$ cat config.mk
export PLATFORM = sky130hd
export DESIGN_NAME = ps2_rx_fifo
export DESIGN_NICKNAME = d
export VERILOG_FILES = /design/src/rtl/ps2_pkg.sv /design/src/rtl/ps2_byte_fifo.sv /design/src/rtl/ps2_rx_fifo.sv
export SDC_FILE = /design/constraint.sdc
export NUM_CORES = 1
export LEC_CHECK = 0
export BUFFER_PORTS_ARGS = -buffer_cell sky130_fd_sc_hd__buf_2
export CAP_MARGIN = 30
export CORE_AREA = 2 2 131 133
export CTS_BUF_LIST = sky130_fd_sc_hd__clkbuf_8
export DETAILED_ROUTE_END_ITERATION = 6
export DIE_AREA = 0 0 133 135
export SLEW_MARGIN = 10
export SYNTH_ARGS = -nofsm -noshare
export SYNTH_HDL_FRONTEND = slang
export SYNTH_HIERARCHICAL = 1
export SYNTH_SLANG_ARGS = --single-unit
$ cat constraint.sdc
create_clock -name clk -period 3.35 [get_ports clk]
set_input_delay 0.5025 -clock clk [delete_from_list [all_inputs] [get_ports clk]]
set_output_delay 0.5025 -clock clk [all_outputs]
set_load 0.1 [all_outputs]
$ cat src/rtl/ps2_pkg.sv
// Shared PS/2 framing constants, receiver FSM states and the parity helper.
package ps2_pkg;

  localparam int   FRAME_BITS = 11;
  localparam logic START_BIT  = 1'b0;
  localparam logic STOP_BIT   = 1'b1;

  typedef enum logic {
    IDLE  = 1'b0,
    SHIFT = 1'b1
  } ps2_state_t;

  // PS/2 uses odd parity: data bits plus parity bit must hold an odd number of ones
  function automatic logic odd_parity_ok(input logic [7:0] d, input logic par);
    return ^{d, par};
  endfunction

endpackage

$ cat src/rtl/ps2_byte_fifo.sv
// Show-ahead byte FIFO: head byte is always visible on o_dout, pop advances it.
// Push is accepted when not full, or when full and a pop happens in the same cycle.
module ps2_byte_fifo
  import ps2_pkg::*;
#(
  parameter int DEPTH = 8
) (
  input  logic                   clk,
  input  logic                   reset,
  input  logic                   i_push,
  input  logic [7:0]             i_din,
  input  logic                   i_pop,
  output logic [7:0]             o_dout,
  output logic [$clog2(DEPTH):0] o_count,
  output logic                   o_full,
  output logic                   o_empty
);

  localparam int AW = $clog2(DEPTH);

  logic [7:0]    r_mem [DEPTH];
  logic [AW-1:0] r_wptr;
  logic [AW-1:0] r_rptr;
  logic [AW:0]   r_count;
  logic          w_do_pop;
  logic          w_do_push;

  assign o_empty   = (r_count == '0);
  assign o_full    = (r_count == (AW+1)'(DEPTH));
  assign w_do_pop  = i_pop && !o_empty;
  assign w_do_push = i_push && (!o_full || w_do_pop);
  assign o_dout    = r_mem[r_rptr];
  assign o_count   = r_count;

  // Storage, pointers and occupancy; memory is cleared so the head reads 0 after reset
  always_ff @(posedge clk) begin
    if (reset) begin
      r_wptr  <= '0;
      r_rptr  <= '0;
      r_count <= '0;
      for (int i = 0; i < DEPTH; i++) r_mem[i] <= 8'h00;
    end else begin
      if (w_do_push) begin
        r_mem[r_wptr] <= i_din;
        r_wptr        <= r_wptr + 1'b1;
      end
      if (w_do_pop) r_rptr <= r_rptr + 1'b1;
      case ({w_do_push, w_do_pop})
        2'b10:   r_count <= r_count + 1'b1;
        2'b01:   r_count <= r_count - 1'b1;
        default: r_count <= r_count;
      endcase
    end
  end

endmodule

$ cat src/rtl/ps2_rx_fifo.sv
// Oversampled PS/2 device-to-host receiver: synchronise and glitch-filter the pins,
// frame 11-bit packets, recover from stalled frames and buffer good bytes in a FIFO.
module ps2_rx_fifo
  import ps2_pkg::*;
#(
  parameter int DEPTH          = 8,
  parameter int SYNC_STAGES    = 2,
  parameter int FILTER_LEN     = 4,
  parameter int TIMEOUT_CYC    = 50000,
  parameter int DROP_ON_PARITY = 1
) (
  input  logic                   clk,
  input  logic                   reset,
  input  logic                   ps2Clk,
  input  logic                   ps2Dat,
  input  logic                   rd_en,
  input  logic                   clr_err,
  output logic [7:0]             data,
  output logic                   valid,
  output logic [$clog2(DEPTH):0] count,
  output logic                   parity_err,
  output logic                   frame_err,
  output logic                   overflow
);

  localparam int FW = $clog2(FILTER_LEN + 1);
  localparam int TW = $clog2(TIMEOUT_CYC + 1);

  logic [SYNC_STAGES-1:0] r_clk_sync, r_dat_sync;
  logic                   r_filt, r_filt_d;
  logic [FW-1:0]          r_filt_cnt;
  logic                   w_clk_s, w_sample, w_strobe;

  ps2_state_t             r_state, w_state_n;
  logic [3:0]             r_bitcnt, w_bitcnt_n;
  logic [8:0]             r_shift, w_shift_n;
  logic [TW-1:0]          r_to_cnt, w_to_n;
  logic                   w_timeout;

  logic                   w_stop, w_par_ok, w_frame_evt, w_par_evt, w_push_req;
  logic                   r_push;
  logic [7:0]             r_push_data;
  logic                   r_parity_err, r_frame_err, r_overflow;

  logic                   w_pop, w_full, w_empty, w_ovf_evt;

  assign w_clk_s  = r_clk_sync[SYNC_STAGES-1];
  assign w_sample = r_dat_sync[SYNC_STAGES-1];
  assign w_strobe = r_filt_d & ~r_filt;

  // Two-pin synchroniser chains, idle-high after reset
  always_ff @(posedge clk) begin
    if (reset) begin
      r_clk_sync <= '1;
      r_dat_sync <= '1;
    end else begin
      r_clk_sync <= {r_clk_sync[SYNC_STAGES-2:0], ps2Clk};
      r_dat_sync <= {r_dat_sync[SYNC_STAGES-2:0], ps2Dat};
    end
  end

  // Clock filter: flip the level only after FILTER_LEN consecutive differing samples
  always_ff @(posedge clk) begin
    if (reset) begin
      r_filt     <= 1'b1;
      r_filt_d   <= 1'b1;
      r_filt_cnt <= '0;
    end else begin
      r_filt_d <= r_filt;
      if (w_clk_s == r_filt) begin
        r_filt_cnt <= '0;
      end else if (r_filt_cnt == FW'(FILTER_LEN - 1)) begin
        r_filt     <= w_clk_s;
        r_filt_cnt <= '0;
      end else begin
        r_filt_cnt <= r_filt_cnt + 1'b1;
      end
    end
  end

  // A stalled partial frame expires once the counter would reach TIMEOUT_CYC
  assign w_timeout = (r_state == SHIFT) && !w_strobe && (r_to_cnt == TW'(TIMEOUT_CYC - 1));

  // FSM state register with bit counter, shifter and timeout counter
  always_ff @(posedge clk) begin
    if (reset) begin
      r_state  <= IDLE;
      r_bitcnt <= '0;
      r_shift  <= '0;
      r_to_cnt <= '0;
    end else begin
      r_state  <= w_state_n;
      r_bitcnt <= w_bitcnt_n;
      r_shift  <= w_shift_n;
      r_to_cnt <= w_to_n;
    end
  end

  // FSM next state: start bit opens a frame, stop strobe or timeout closes it
  always_comb begin
    w_state_n  = r_state;
    w_bitcnt_n = r_bitcnt;
    w_shift_n  = r_shift;
    w_to_n     = '0;
    case (r_state)
      IDLE: begin
        if (w_strobe && (w_sample == START_BIT)) begin
          w_state_n  = SHIFT;
          w_bitcnt_n = 4'd1;
        end
      end
      SHIFT: begin
        if (w_strobe) begin
          if (r_bitcnt == 4'(FRAME_BITS - 1)) begin
            w_state_n  = IDLE;
            w_bitcnt_n = '0;
          end else begin
            w_shift_n  = {w_sample, r_shift[8:1]};
            w_bitcnt_n = r_bitcnt + 1'b1;
          end
        end else if (w_timeout) begin
          w_state_n  = IDLE;
          w_bitcnt_n = '0;
        end else begin
          w_to_n = r_to_cnt + 1'b1;
        end
      end
      default: w_state_n = IDLE;
    endcase
  end

  // FSM outputs: frame verdict on the stop strobe, error events and push request
  always_comb begin
    w_stop      = (r_state == SHIFT) && w_strobe && (r_bitcnt == 4'(FRAME_BITS - 1));
    w_par_ok    = odd_parity_ok(r_shift[7:0], r_shift[8]);
    w_frame_evt = (w_stop && (w_sample != STOP_BIT)) || w_timeout;
    w_par_evt   = w_stop && (w_sample == STOP_BIT) && !w_par_ok;
    w_push_req  = w_stop && (w_sample == STOP_BIT) && (w_par_ok || (DROP_ON_PARITY == 0));
  end

  // Register the push so the FIFO write lands one edge after the stop strobe
  always_ff @(posedge clk) begin
    if (reset) begin
      r_push      <= 1'b0;
      r_push_data <= 8'h00;
    end else begin
      r_push      <= w_push_req;
      r_push_data <= r_shift[7:0];
    end
  end

  assign w_pop     = rd_en && !w_empty;
  assign w_ovf_evt = r_push && w_full && !w_pop;

  ps2_byte_fifo #(.DEPTH(DEPTH)) u_fifo (
    .clk     (clk),
    .reset   (reset),
    .i_push  (r_push),
    .i_din   (r_push_data),
    .i_pop   (w_pop),
    .o_dout  (data),
    .o_count (count),
    .o_full  (w_full),
    .o_empty (w_empty)
  );

  // Sticky flags: a new event beats a simultaneous clear
  always_ff @(posedge clk) begin
    if (reset) begin
      r_parity_err <= 1'b0;
      r_frame_err  <= 1'b0;
      r_overflow   <= 1'b0;
    end else begin
      r_parity_err <= w_par_evt   | (r_parity_err & ~clr_err);
      r_frame_err  <= w_frame_evt | (r_frame_err  & ~clr_err);
      r_overflow   <= w_ovf_evt   | (r_overflow   & ~clr_err);
    end
  end

  assign valid      = !w_empty;
  assign parity_err = r_parity_err;
  assign frame_err  = r_frame_err;
  assign overflow   = r_overflow;

endmodule

-- Word-level counts from Yosys, hierarchy flattened
Memories as Yosys holds them, arrays and structs flattened. A register that Yosys moved wholly into a read port is not among the register bits.
Cells that the tools add are included.
- bitwise gates (word level): 13
- $add $sub $neg: 7
- multiplexer cells: 21
- reduce and logical (&&, ||, !) cells: 30
- equal/unequal tests: 9
- operators by type and width (kind ; count):
    $add 16x1->16 const B ; 1
    $eq 16x16->1 const B ; 1
    $mux 4 ; 4
    $pmux 4 s2 ; 2
    $logic_and 1x1->1 ; 14
    $mux 1 ; 10
    $add 3x1->3 const B ; 3
    $mux 3 ; 3
    $reduce_xor 9->1 ; 1
    $add 4x1->4 const B ; 2
    $eq 4x4->1 const B ; 2
    $mux 8 ; 1
    $reduce_or 8->1 ; 1
    $not 1->1 ; 6
    $logic_not 1->1 ; 5
    $and 1x1->1 ; 4
    $logic_not 4->1 ; 1
    $reduce_and 2->1 ; 2
    $reduce_or 4->1 ; 1
    $sub 4x1->4 const B ; 1
    $eq 3x2->1 const B ; 1
    $ne 3x2->1 const B ; 1
    $or 1x1->1 ; 3
    $reduce_and 3->1 ; 1
    other kinds (8) ; 9
- memories kept: 1
- flip-flop bits (word level): 61
- memory bits (writable): 64
- output and inout port bits: 16
- bits of input ports: 6
- logic and storage cells: 98
- memories (memory ; words ; bits a word ; read ports ; clocked after Yosys merged registers in ; wr ports ; RTL line ; source):
    u_fifo.r_mem ; 8 ; 8 ; 1 ; 1 ; 8 ; ps2_byte_fifo.sv:21 ; logic [7:0] r_mem [DEPTH];

-- Longest topological paths before layout
Gate-level depths: netlist (run 1).
- depth in word-level cells: 11
- depth in mapped cells: 12
- depth with buffers taken out: 11

-- By module
Netlist (run 1), hierarchy kept.
- by module, submodules not included (module ; area each (um2) ; times used ; seq. area each (um2) ; cells an instance):
    ps2_byte_fifo ; 3616.0 ; 1 ; 2182.1 ; 251
    ps2_rx_fifo ; 2044.5 ; 1 ; 1021.0 ; 222

-- Worst setup path before layout (run 1)
Ideal clock, no wire load.
- path type: register -> register
- from: reg u_fifo.r_count[1], in the netlist u_fifo/o_count[1]
- to: reg u_fifo.r_count[3], in the netlist u_fifo/o_count[3]
- slack: -142 ps
- cell stages (with the launch flop): 13
- buffers on the path: 1
- data arrival time: 3378 ps
- required time: 3235 ps
- cells stage by stage: dfxtp_1 > or3_1 > buf_2 > nor2_1 > nor2b_1 > o21ai_0 > nand2b_1 > inv_1 > ha_1 > a21oi_1 > nand4b_1 > a32o_1 > o21a_1
- longest elaborated chain between the ends: 8
- elaborated cells on any way between the ends: 14
- ends and longest elaborated chain (element ; RTL line ; source):
    from (decl) ; ps2_byte_fifo.sv:24 ; logic [AW:0] r_count;
    from (signal assigned) ; ps2_byte_fifo.sv:49 ; 2'b10: r_count <= r_count + 1'b1;
    from (signal assigned) ; ps2_byte_fifo.sv:50 ; 2'b01: r_count <= r_count - 1'b1;
    from (signal assigned) ; ps2_byte_fifo.sv:51 ; default: r_count <= r_count;
    $logic_not 4->1 * ; ps2_byte_fifo.sv:28 ; assign o_empty = (r_count == '0);
    via w_empty ; ps2_rx_fifo.sv:45 ; logic w_pop, w_full, w_empty, w_ovf_evt;
    $logic_not 1->1 * ; ps2_rx_fifo.sv:152 ; assign w_pop = rd_en && !w_empty;
    $logic_and 1x1->1 * ; ps2_rx_fifo.sv:152 ;
    via w_pop ; ps2_rx_fifo.sv:45 ;
    $logic_and 1x1->1 * ; ps2_byte_fifo.sv:30 ; assign w_do_pop = i_pop && !o_empty;
    $logic_or 1x1->1 ; ps2_byte_fifo.sv:31 ; assign w_do_push = i_push && (!o_full || w_do_pop);
    $logic_and 1x1->1 ; ps2_byte_fifo.sv:31 ;
    $eq 2x1->1 or $eq 2x2->1 (tied branches) ; ps2_byte_fifo.sv:48 ; case ({w_do_push, w_do_pop})
    $pmux 4 s2 or $reduce_bool 2->1 (tied branches) ; - ;
Mark *: on every way through the listed nets, which the timed path passes. The rest lies on a longest branch.
A chain may end at the register's enable or synchronous reset.

-- Worst setup path after layout (run 1)
Same ends and word-level chain as after synthesis.

==> out/qor.csv, run 1 <==
stage,metric,value,unit
clock_network,number of setup buffers added after CTS,0,
floorplan,overall die width,133,um
route,residual antenna-violating net count after detailed routing,0,
synthesis,sequential share of the synthesized area,56.6,%
timing,fmax,347,MHz
route,detailed-route wire length,10800,um
timing,count of endpoints failing hold in the final timing report,0,
floorplan,Core Area,16400,um2
floorplan,chip height,135,um
timing,final-report setup violation count,0,
timing,maximum clock skew at final layout,0.0145,ns
power,Peak supply drop,304,uV
global_routing,grt peak-use layer,met2,
synthesis,number of unique standard cell types used by synthesis,53,
status,outcome,"finished, final reports clean",
synthesis,share of flip-flops with an asynchronous set or reset after synthesis,0,%
clock_network,clock slew at reported path FFs,0.07,ns
finish,filler cell count in the final layout,1575,
finish,synthesis-to-finish area growth,12.8,%
floorplan,die area,18000,um2
power,internal portion of total power,0.00241,W
global_routing,met2 Track Usage GR,21.7,%
synthesis,Syn Nets,489,
worst_setup_path,worst setup path startpoint,u_fifo/o_count[1],
floorplan,I/O pin count,22,
power,part of the power in registers,55.5,%
timing,time the final worst path needs with I/O delays and setup,2.88,ns
worst_setup_path,Reg-to-Reg Start,u_fifo/o_count[1],
clock_network,clock latency at the later pin of the worst-skew pair,0.42,ns
timing,setup_tns,0,ns
power,power per cell area,477,nW/um2
global_routing,antenna violations before repair,0,
global_routing,vias in the first global route,3562,
route,routed via count divided by cell count,4.74,
synthesis,mean instance size in the synthesized netlist,12.0,um2
placement,hpwl dp,7480,um
synthesis,count of synthesis-stage warnings from yosys,6,
synthesis,Synth Cell Area,5660,um2
global_routing,global routing usage summed across all routing layers,13.0,%
run,max-cap viol count,0,
worst_setup_path,crit path DAT,3.19,ns
worst_setup_path,worst-path fanout max,8,
synthesis,biggest area consumer among synthesized cells,edfxtp_1,
timing,pins over their slew limit,0,
timing,Slew HR,43.1,%
timing,Final period util,86.1,%
clock_network,post-cts resize count,0,
global_routing,maximum number of pins on one net before global-route repair,26,
route,count of TritonRoute iterations in the first routing pass,4,
floorplan,Initial Utilization,34.5,%
power,relative contribution of combinational cells to total power,2.9,%
clock_network,count of H-tree levels built during CTS,4,
power,share of power burned in the clock network,41.5,%
finish,layout cell share with drive strength beyond 1,19.2,%
clock_network,clock tree sinks,128,
clock_network,TritonCTS clock tree,yes,
floorplan,number of placement rows,47,
global_routing,leftover overflow at the end of global routing,0,
clock_network,hold_buf cts,0,
synthesis,Yosys top cell area share,34.0,%
global_routing,GR Layer Usage met3,3.12,%
worst_setup_path,type of element launching the critical path,register,
timing,actual transition at the worst max-transition pin,0.851,ns
global_routing,global-route wire length before repair,18000,um
worst_setup_path,Setup crit end kind,register,
synthesis,Post-synth EDFFs,64,
clock_network,number of buffers created by CTS,17,
synthesis,cell types with the largest area share after synthesis,"edfxtp_1 34%, dfxtp_1 23%, and2_1 7.3%",
min_path,min-delay src,ps2Clk,
synthesis,top post-synthesis cells by count,"66 x and2_1, 64 x dfxtp_1, 64 x edfxtp_1",
placement,Cells after DPL,703,
power,power dissipated by switching net loads,0.000639,W
global_routing,GR met1 Demand/Resource,16.4,%
synthesis,commonest register cell after synthesis,edfxtp_1,
finish,final cell count without fillers,735,
worst_setup_path,category of the most critical setup path,register to register,
route,drt initial violations,296,
finish,antenna diode count,0,
power,static leakage,2.29,nW
route,routed vias,3484,
synthesis,most numerous cell in the Yosys netlist,and2_1,
clock_network,number of buffers on the longest clock path,2,
placement,IO Port Bufs,21,
timing,setup repair after global routing missed its margin,no,
power,switching share of power,21.0,%
route,detailed-route wire length per cell,14.7,um
clock_network,cell at the root of the clock tree,clkbuf_8,
worst_setup_path,data required time at the worst endpoint,3.66,ns
synthesis,number of storage elements in the synthesis netlist,128,
placement,final weighted congestion of routability-driven global placement,0.814,
synthesis,cell count after synthesis,473,
route,# DRC,0,
finish,nets@finish,519,
min_path,worst min path class,input port to register,
final cells by class:
| cell class | count | area (um2) | area share (%) |
|---|---|---|---|
| flip-flops and latches | 128 | 3210 | 50.2 |
| well taps | 220 | 275 | 4.31 |
| repair buffers | 31 | 178 | 2.78 |
| clock buffers | 20 | 275 | 4.31 |
| multi-input cells | 312 | 2300 | 36.0 |
| clock inverters | 11 | 103 | 1.61 |
| inverters | 13 | 48.8 | 0.764 |
registers in the layout (all words and copies together) (netlist names), named ones only:
signal / cells
frame_err: 1
overflow: 1
parity_err: 1
r_bitcnt: 4
r_clk_sync: 2
r_dat_sync: 2
r_filt: 1
r_filt_cnt: 3
r_filt_d: 1
r_push: 1
r_push_data: 8
r_shift: 9
r_state: 1
r_to_cnt: 16
u_fifo/o_count: 4
u_fifo/r_mem: 64
u_fifo/r_rptr: 3
u_fifo/r_wptr: 3
layout by cell type (no fill, tap or decap), types with 4 or more instances in the layout:
cell type,instances
a21oi_1,13
and2_1,66
and3_1,4
buf_2,21
buf_4,9
clkbuf_8,20
dfxtp_1,61
edfxtp_1,64
ha_1,9
inv_1,18
mux2_2,8
mux2i_1,4
mux4_2,16
nand2_1,33
nand2b_1,4
nand3_1,8
nor2_1,37
nor2b_1,10
nor3_1,6
o211ai_1,4
o21ai_0,5
or2_2,9
or3_1,4
xnor2_1,15
xor2_1,17
path summary, 6_finish.rpt:
path	endpoint	slack (ns)	depth (start not counted)
max	u_fifo/o_count[3]	0.47	11
min	r_clk_sync[0]	0.26	2
max reg2reg	u_fifo/o_count[3]	0.47	11
min reg2reg	r_clk_sync[1]	0.41	1
per-stage QoR:
step / setup WS [ns] / utilization, % / total power, W / hold WS, ns / instance area (um2)
after floorplan: 0.0176 / - / 0.00178 / 0.389 / 5660
after global placement: 0.609 / 36.6 / 0.00181 / 0.394 / 6000
after detailed placement: 0.483 / 36.6 / 0.00182 / 0.397 / 6000
after CTS: 0.434 / 38.9 / 0.00308 / 0.231 / 6380
after global routing: 0.237 / 38.9 / 0.00316 / 0.233 / 6390
final: 0.466 / 38.9 / 0.00304 / 0.264 / 6390
layer usage:
metal  wire length (um)  vias to the layer above
met4                122                        0
met1               5130                     1707
met3                307                       11
li1                   -                     1722
met5                  0                        -
met2               5260                       44
critical path, cell delays in order (launching register included):
cell and delay (ns):
dfxtp_2 0.36, or3_1 0.50, nor2_1 0.19, nor2b_1 0.08
o21ai_0 0.19, nand2b_1 0.20, inv_1 0.07, ha_1 0.33
nand3_1 0.16, a211o_1 0.31, a32o_1 0.24, o21a_1 0.16
power by group through the flow:
| stage | Combinational [W] | Clock (W) | Sequential [W] |
|---|---|---|---|
| after floorplan | 0.0000658 | 0 | 0.00172 |
| after global placement | 0.0000897 | 0 | 0.00172 |
| after detailed placement | 0.0000906 | 0 | 0.00173 |
| after CTS | 0.0000908 | 0.00130 | 0.00169 |
| after global routing | 0.0000959 | 0.00137 | 0.00169 |
| final | 0.0000896 | 0.00126 | 0.00169 |
logic make-up (layout without fill, tap and decap cells):
| logic type | Yosys count | after routing | synth area share [%] |
|---|---|---|---|
| simple gates | 200 | 200 | 19.5 |
| flops | 128 | 128 | 56.6 |
| compound gates | 42 | 42 | 5.13 |
| buf+inv | 33 | 75 | 2.79 |
| xor+xnor | 32 | 32 | 4.95 |
| mux | 28 | 28 | 8.67 |
| fa+ha+maj | 10 | 10 | 2.34 |
(Power assumes the default switching activity.)
==> run 2: changes to the inputs <==
CELL_PAD_IN_SITES_DETAIL_PLACEMENT = 1   (was unset)
CELL_PAD_IN_SITES_GLOBAL_PLACEMENT = 1   (was unset)
CORE_AREA = 2 2 130 132   (was 2 2 131 133)
DIE_AREA = 0 0 132 134   (was 0 0 133 135)
PLACE_DENSITY_LB_ADDON = 0.1   (was unset)
SYNTH_HIERARCHICAL = unset   (was 1)
==> run 2 against run 1 <==
Register-to-register slack improved by 0.60 ns. Global-route usage rose by 2.8 points. Utilization rose by 0.26 points. Cell area barely moved. Via count rose by 1.7%. Critical path type is now register to output pin.
==> out/qor.csv, run 2 <==
stage,metric,value,unit,change
status,outcome,"finished, final reports clean",,unchanged
timing,setup_tns,0,ns,unchanged
placement,IO Port Bufs,21,,unchanged
clock_network,cell at the root of the clock tree,clkbuf_8,,unchanged
floorplan,I/O pin count,22,,unchanged
clock_network,number of setup buffers added after CTS,0,,unchanged
synthesis,number of storage elements in the synthesis netlist,128,,unchanged
clock_network,count of H-tree levels built during CTS,4,,unchanged
floorplan,die area,17700,um2,was 18000 um2
min_path,worst min path class,input port to register,,unchanged
worst_setup_path,crit-path max cell delay,0.81,ns,was 0.50 ns
synthesis,cell count after synthesis,458,,was 473
synthesis,Syn Nets,472,,was 489
global_routing,antenna violations before repair,0,,unchanged
finish,layout cell share with drive strength beyond 1,20.7,%,was 19.2%
synthesis,count of synthesis-stage warnings from yosys,0,,was 6
worst_setup_path,category of the most critical setup path,register to output pin,,was register to register
floorplan,overall die width,132,um,was 133 um
synthesis,Post-synth EDFFs,64,,unchanged
synthesis,share of flip-flops with an asynchronous set or reset after synthesis,0,%,unchanged
route,routed via count divided by cell count,4.91,,was 4.74
timing,worst slack on hold paths,0.236,ns,was 0.264 ns
floorplan,number of placement rows,47,,unchanged
finish,synthesis-to-finish area growth,13.8,%,was 12.8%
timing,final-report setup violation count,0,,unchanged
clock_network,hold_buf cts,0,,unchanged
placement,cell area after placement,5990,um2,was 6000 um2
synthesis,top post-synthesis cells by count,"66 x and2_1, 64 x dfxtp_1, 64 x edfxtp_1",,unchanged
synthesis,biggest area consumer among synthesized cells,edfxtp_1,,unchanged
global_routing,global-route wire length before repair,20900,um,was 18000 um
finish,antenna diode count,0,,unchanged
synthesis,cell types with the largest area share after synthesis,"edfxtp_1 34%, dfxtp_1 23%, and2_1 7.4%",,"was edfxtp_1 34%, dfxtp_1 23%, and2_1 7.3%"
worst_setup_path,type of element launching the critical path,register,,unchanged
synthesis,most numerous cell in the Yosys netlist,and2_1,,unchanged
finish,most frequent cells in the layout,"66 x and2_1, 64 x dfxtp_1, 64 x edfxtp_1",,"was 66 x and2_1, 64 x edfxtp_1, 61 x dfxtp_1"
finish,final non-filler cell area,6380,um2,was 6390 um2
worst_setup_path,data required time at the worst endpoint,2.85,ns,was 3.66 ns
route,detailed-route wire length per cell,17.9,um,was 14.7 um
placement,final weighted congestion of routability-driven global placement,0.767,,was 0.814
worst_setup_path,slowest cell on the critical path,dfxtp_1,,was or3_1
timing,pins over their slew limit,0,,unchanged
placement,worst setup timing slack at the placement stage,1.01,ns,was 0.483 ns
worst_setup_path,Setup crit end kind,output pin,,was register
timing,time the final worst path needs with I/O delays and setup,2.77,ns,was 2.88 ns
synthesis,commonest register cell after synthesis,edfxtp_1,,unchanged
clock_network,clock latency at the later pin of the worst-skew pair,0.44,ns,was 0.42 ns
synthesis,sequential share of the synthesized area,57.1,%,was 56.6%
timing,setup repair after global routing missed its margin,no,,unchanged
finish,nets@finish,503,,was 519
synthesis,Synth Cell Area,5610,um2,was 5660 um2
power,power per cell area,489,nW/um2,was 477 nW/um2
timing,maximum clock skew at final layout,0.00982,ns,was 0.0145 ns
floorplan,chip height,134,um,was 135 um
finish,largest registers,"u_fifo.r_mem: 64 flops, r_to_cnt: 16 flops, r_shift: 9 flops",,"was u_fifo/r_mem: 64 flops, r_to_cnt: 16 flops, r_shift: 9 flops"
timing,actual transition at the worst max-transition pin,0.742,ns,was 0.851 ns
power,Peak supply drop,235,uV,was 304 uV
route,routed vias,3544,,was 3484
route,detailed-route wire length,12900,um,was 10800 um
route,count of TritonRoute iterations in the first routing pass,4,,unchanged
power,static leakage,2.26,nW,was 2.29 nW
placement,hpwl dp,9030,um,was 7480 um
clock_network,TritonCTS clock tree,yes,,unchanged
synthesis,mean instance size in the synthesized netlist,12.2,um2,was 12.0 um2
global_routing,vias in the first global route,3635,,was 3562
finish,Sequential cell area,3200,um2,was 3210 um2
worst_setup_path,crit path DAT,2.27,ns,was 3.19 ns
floorplan,Core Area,16300,um2,was 16400 um2
finish,filler cell count in the final layout,1765,,was 1575
finish,max FFs per register,64,,unchanged
timing,Slew HR,49.9,%,was 43.1%
route,drt initial violations,172,,was 296
worst_setup_path,worst-path fanout max,16,,was 8
global_routing,maximum number of pins on one net before global-route repair,38,,was 26
finish,register with the most flip-flops,u_fifo.r_mem,,was u_fifo/r_mem
timing,fmax,361,MHz,was 347 MHz
synthesis,Yosys top cell area share,34.3,%,was 34.0%
route,# DRC,0,,unchanged
timing,Final period util,82.7,%,was 86.1%
route,residual antenna-violating net count after detailed routing,0,,unchanged
timing,Final Worst Setup Slack,0.581,ns,was 0.466 ns
floorplan,Initial Utilization,34.4,%,was 34.5%
clock_network,clock tree sinks,128,,unchanged
clock_network,number of buffers created by CTS,17,,unchanged
timing,count of endpoints failing hold in the final timing report,0,,unchanged
worst_setup_path,ordered list of cells on the worst path,"mux4_2, mux2_2, buf_2",,"was or3_1, nor2_1, nor2b_1, o21ai_0, nand2b_1, inv_1, ha_1, nand3_1, a211o_1, a32o_1, o21a_1"
finish,"most common cell after layout, fill and taps aside",and2_1,,unchanged
synthesis,number of unique standard cell types used by synthesis,54,,was 53
clock_network,post-cts resize count,0,,unchanged
finish,area of the multi-input gates,2290,um2,was 2300 um2
clock_network,clock slew at reported path FFs,0.08,ns,was 0.07 ns
run,max-cap viol count,0,,unchanged
clock_network,number of buffers on the longest clock path,2,,unchanged
global_routing,leftover overflow at the end of global routing,0,,unchanged
global_routing,global routing usage summed across all routing layers,15.8,%,was 13.0%
[run 2: cell count changes after synthesis, moves of 3 or more]
cell / delta
a21oi_1: -4
inv_1: -5
mux2i_1: +8
nand2_1: -18
nand3_1: +4
nand3b_1: -3
nand4_1: +5
nor2_1: +7
o21ai_0: +5
o32ai_1: -3
or2_2: -3
xnor2_1: -7
[run 2: through the flow]
step,total power [W],util (%),instances
floorplan,0.00178,-,458
global placement,0.00182,36.7,690
detailed placement,0.00182,36.7,690
CTS,0.00317,39.2,722
global route,0.00324,39.2,722
finish,0.00312,39.2,722
[run 2: kinds of logic (layout without fill, tap and decap cells)]
kind of cell	after synthesis	in the layout	share of synthesized area, %
AOI/OAI and AO/OA	35	35	4.46
xor gates and xnor gates	25	25	4.15
adders and majority gates	8	8	1.78
buffers and inverters	28	72	2.07
DFF	128	128	57.1
muxes	36	36	10.2
and+or+nand+nor	198	198	20.3
[run 2: power breakdown]
| group | internal [W] | switching, W | total [W] |
|---|---|---|---|
| Combinational | 0.0000274 | 0.0000635 | 0.0000909 |
| Sequential | 0.00168 | 0.0000180 | 0.00169 |
| Clock | 0.000667 | 0.000667 | 0.00133 |
| Total | 0.00237 | 0.000748 | 0.00312 |
[run 2: cell type report]
| type | instances | area share [%] |
|---|---|---|
| clock buffer | 17 | 3.67 |
| clock inverter | 15 | 2.55 |
| inverter | 8 | 0.470 |
| multi-input combinational | 302 | 35.9 |
| sequential | 128 | 50.2 |
| tap | 220 | 4.31 |
| timing repair buffer | 32 | 2.94 |
[run 2: worst paths after layout]
| path | startpoint | to | slack (ns) | depth (start not counted) |
|---|---|---|---|---|
| hold reg to reg | r_dat_sync[0] | r_dat_sync[1] | 0.41 | 1 |
| hold / removal | ps2Dat | r_dat_sync[0] | 0.24 | 2 |
| setup / recovery | register | data[1] | 0.58 | 3 |
| setup reg to reg | u_fifo.o_count[1] | u_fifo.o_count[2] | 1.07 | 7 |
[run 2: per-layer routing]
| layer | global-route usage, % | up-vias | part of all wire [%] |
|---|---|---|---|
| met2 | 24.1 | 49 | 47 |
| li1 | - | 1697 | - |
| met5 | 0 | - | 0 |
| met1 | 21.5 | 1774 | 49 |
| met3 | 3.59 | 24 | 2.3 |
| met4 | 7.13 | 0 | 2.4 |
[run 2: worst max-delay path: cells and delay by family (launching register included)]
family / cells / cell delay (ns)
DFF: 1 / 0.81
buffers and inverters: 1 / 0.30
muxes: 2 / 0.71
==> run 3: changes to the inputs <==
clock period = 2.4 ns   (was 3.35 ns; I/O delays follow)
==> run 3 against run 2 <==
Combinational power rose by 61%. Total power grew 41%. Largest cell class unchanged. First-iteration DRC count is 28% lower. Clock skew is 0.0023 ns lower. Setup slack got worse by 0.51 ns. Sequential share of layout area decreased by 1.4 points. Global-route usage down 0.52 points. Wire length down 3.3%. Critical path type unchanged. Via count decreased by 0.96%. Non-clock buffer count rose by 8. Die area is the same.
==> out/qor.csv, run 3 (synthesis gave the netlist of run 2 again) <==
stage,metric,value,unit,change
status,outcome,"finished, final reports clean",,unchanged
route,count of TritonRoute iterations in the first routing pass,4,,unchanged
route,routed via count divided by cell count,4.81,,was 4.91
timing,count of endpoints failing hold in the final timing report,0,,unchanged
worst_setup_path,CP dominant cell by count,buf_12,,
route,drt initial violations,123,,was 172
min_path,worst min path class,input port to register,,unchanged
timing,setup repair after global routing missed its margin,yes,,was no
worst_setup_path,slowest cell on the critical path,mux4_2,,was dfxtp_1
power,power per cell area,670,nW/um2,was 489 nW/um2
global_routing,vias in the first global route,3691,,was 3635
finish,"most common cell after layout, fill and taps aside",and2_1,,unchanged
power,static leakage,2.35,nW,was 2.26 nW
clock_network,count of H-tree levels built during CTS,4,,unchanged
timing,Final period util,97.1,%,
finish,layout cell share with drive strength beyond 1,22.5,%,was 20.7%
worst_setup_path,category of the most critical setup path,register to output pin,,unchanged
finish,register with the most flip-flops,u_fifo.r_mem,,unchanged
finish,final cell count without fillers,730,,was 722
floorplan,I/O pin count,22,,unchanged
clock_network,TritonCTS clock tree,yes,,unchanged
placement,Cells after DPL,697,,was 690
route,detailed-route wire length per cell,17.1,um,was 17.9 um
clock_network,number of buffers on the longest clock path,2,,unchanged
finish,antenna diode count,0,,unchanged
worst_setup_path,type of element launching the critical path,register,,unchanged
power,Peak supply drop,296,uV,was 235 uV
worst_setup_path,data required time at the worst endpoint,2.04,ns,was 2.85 ns
floorplan,chip height,134,um,unchanged
placement,IO Port Bufs,21,,unchanged
run,max-cap viol count,0,,unchanged
clock_network,clock tree sinks,128,,unchanged
timing,fmax,429,MHz,
route,detailed-route wire length,12500,um,was 12900 um
floorplan,Initial Utilization,34.4,%,unchanged
finish,largest registers,"u_fifo.r_mem: 64 flops, r_to_cnt: 16 flops, r_shift: 9 flops",,unchanged
global_routing,leftover overflow at the end of global routing,0,,unchanged
clock_network,clock latency at the later pin of the worst-skew pair,0.44,ns,about the same
finish,nets@finish,511,,was 503
floorplan,die area,17700,um2,unchanged
timing,time the final worst path needs with I/O delays and setup,2.33,ns,
timing,final-report setup violation count,0,,unchanged
route,routed vias,3510,,was 3544
timing,pins over their slew limit,0,,unchanged
timing,Slew HR,55.8,%,was 49.9%
clock_network,number of buffers created by CTS,17,,unchanged
global_routing,global-route wire length before repair,20300,um,was 20900 um
worst_setup_path,crit-path max cell delay,0.52,ns,was 0.81 ns
floorplan,overall die width,132,um,unchanged
worst_setup_path,Critical path buffers and inverters,2,,was 1
timing,actual transition at the worst max-transition pin,0.660,ns,was 0.742 ns
finish,synthesis-to-finish area growth,17.4,%,was 13.8%
floorplan,Core Area,16300,um2,unchanged
finish,max FFs per register,64,,unchanged
global_routing,maximum number of pins on one net before global-route repair,43,,was 38
timing,worst slack on hold paths,0.0980,ns,was 0.236 ns
clock_network,clock slew at reported path FFs,0.07,ns,was 0.08 ns
global_routing,global routing usage summed across all routing layers,15.3,%,was 15.8%
worst_setup_path,Setup crit end kind,output pin,,unchanged
worst_setup_path,Top Family by Delay on Critical Path,multiplexers,,was flip-flops
worst_setup_path,worst-path fanout max,8,,was 16
route,residual antenna-violating net count after detailed routing,0,,unchanged
worst_setup_path,ordered list of cells on the worst path,"buf_12, mux4_2, mux2_4, buf_12",,"was mux4_2, mux2_2, buf_2"
timing,maximum clock skew at final layout,0.00750,ns,was 0.00982 ns
global_routing,antenna violations before repair,0,,unchanged
placement,final weighted congestion of routability-driven global placement,0.723,,was 0.767
finish,most frequent cells in the layout,"66 x and2_1, 64 x edfxtp_1, 59 x dfxtp_1",,"was 66 x and2_1, 64 x dfxtp_1, 64 x edfxtp_1"
floorplan,number of placement rows,47,,unchanged
worst_setup_path,crit path DAT,1.97,ns,was 2.27 ns
clock_network,cell at the root of the clock tree,clkbuf_8,,unchanged
route,# DRC,0,,unchanged
placement,hpwl dp,8440,um,was 9030 um
## run 3: changes by cell type in the layout (fill, tap and decap cells not counted), moves of 4 or more
cell	previous run	this run
buf_6	0	4
buf_2	21	13
buf_4	11	17
buf_12	0	5
dfxtp_1	64	59
dfxtp_2	0	4
## run 3: per-layer routing
metal | part of all wire (%) | wire length (um) | vias up | GRT usage (%)
li1 | - | - | 1715 | -
met1 | 48 | 5960 | 1735 | 19.7
met2 | 48 | 6010 | 43 | 25.2
met3 | 2.5 | 311 | 17 | 3.40
met4 | 1.7 | 208 | 0 | 5.80
met5 | 0 | 0 | - | 0
## run 3: final cells by class
| type | count | area (um2) |
|---|---|---|
| fillers | 1770 | 9710 |
| flip-flops and latches | 128 | 3210 |
| multi-input cells | 302 | 2300 |
| repair buffers | 40 | 365 |
| well taps | 220 | 275 |
| clock buffers | 17 | 234 |
| clock inverters | 15 | 169 |
| inverters | 8 | 30.0 |
## run 3: power breakdown
| part | total, W | internal [W] | switching [W] |
|---|---|---|---|
| logic | 0.000146 | 0.0000505 | 0.0000959 |
| clock network | 0.00191 | 0.00102 | 0.000895 |
| registers | 0.00235 | 0.00234 | 0.0000160 |
| total | 0.00441 | 0.00341 | 0.00101 |
## run 3: metrics by stage
stage          setup WS (ns)  instance area [um2]  utilization [%]  total power (W)  TNS, ns
6_report              0.0687                 6580             40.4          0.00441        0
4_1_cts              0.00432                 6550             40.2          0.00447        0
2_1_floorplan         0.0624                 5610                -          0.00249        0
3_3_place_gp           0.302                 6060             37.2          0.00254        0
3_5_place_dp           0.178                 6060             37.2          0.00254        0
5_1_grt              -0.0268                 6580             40.4          0.00459  -0.0870
## run 3: worst reg2reg max path, cell delays in order, from the launching register on
cell,delay [ns]
dfxtp_2,0.45
or3_4,0.21
o211ai_4,0.13
nor4_2,0.49
or2_1,0.39
## run 3: final timing paths
kind                              to  slack, ns  depth (start not counted)               from
setup reg to reg  u_fifo.r_mem[0][0]       0.40                          4  u_fifo.o_count[1]
hold reg to reg        r_clk_sync[1]       0.41                          1      r_clk_sync[0]
hold / removal         r_dat_sync[0]        0.1                          2             ps2Dat
setup / recovery             data[6]       0.07                          4           register
## run 3: repair_timing
item	4_1_cts	5_1_grt
cloned	1	0
endpoints found under the hold margin	0	0
gates resized for setup	21	8
pin swaps	0	0
endpoints found under the setup margin	8	7
hold buffers	0	0
buffers inserted	0	0
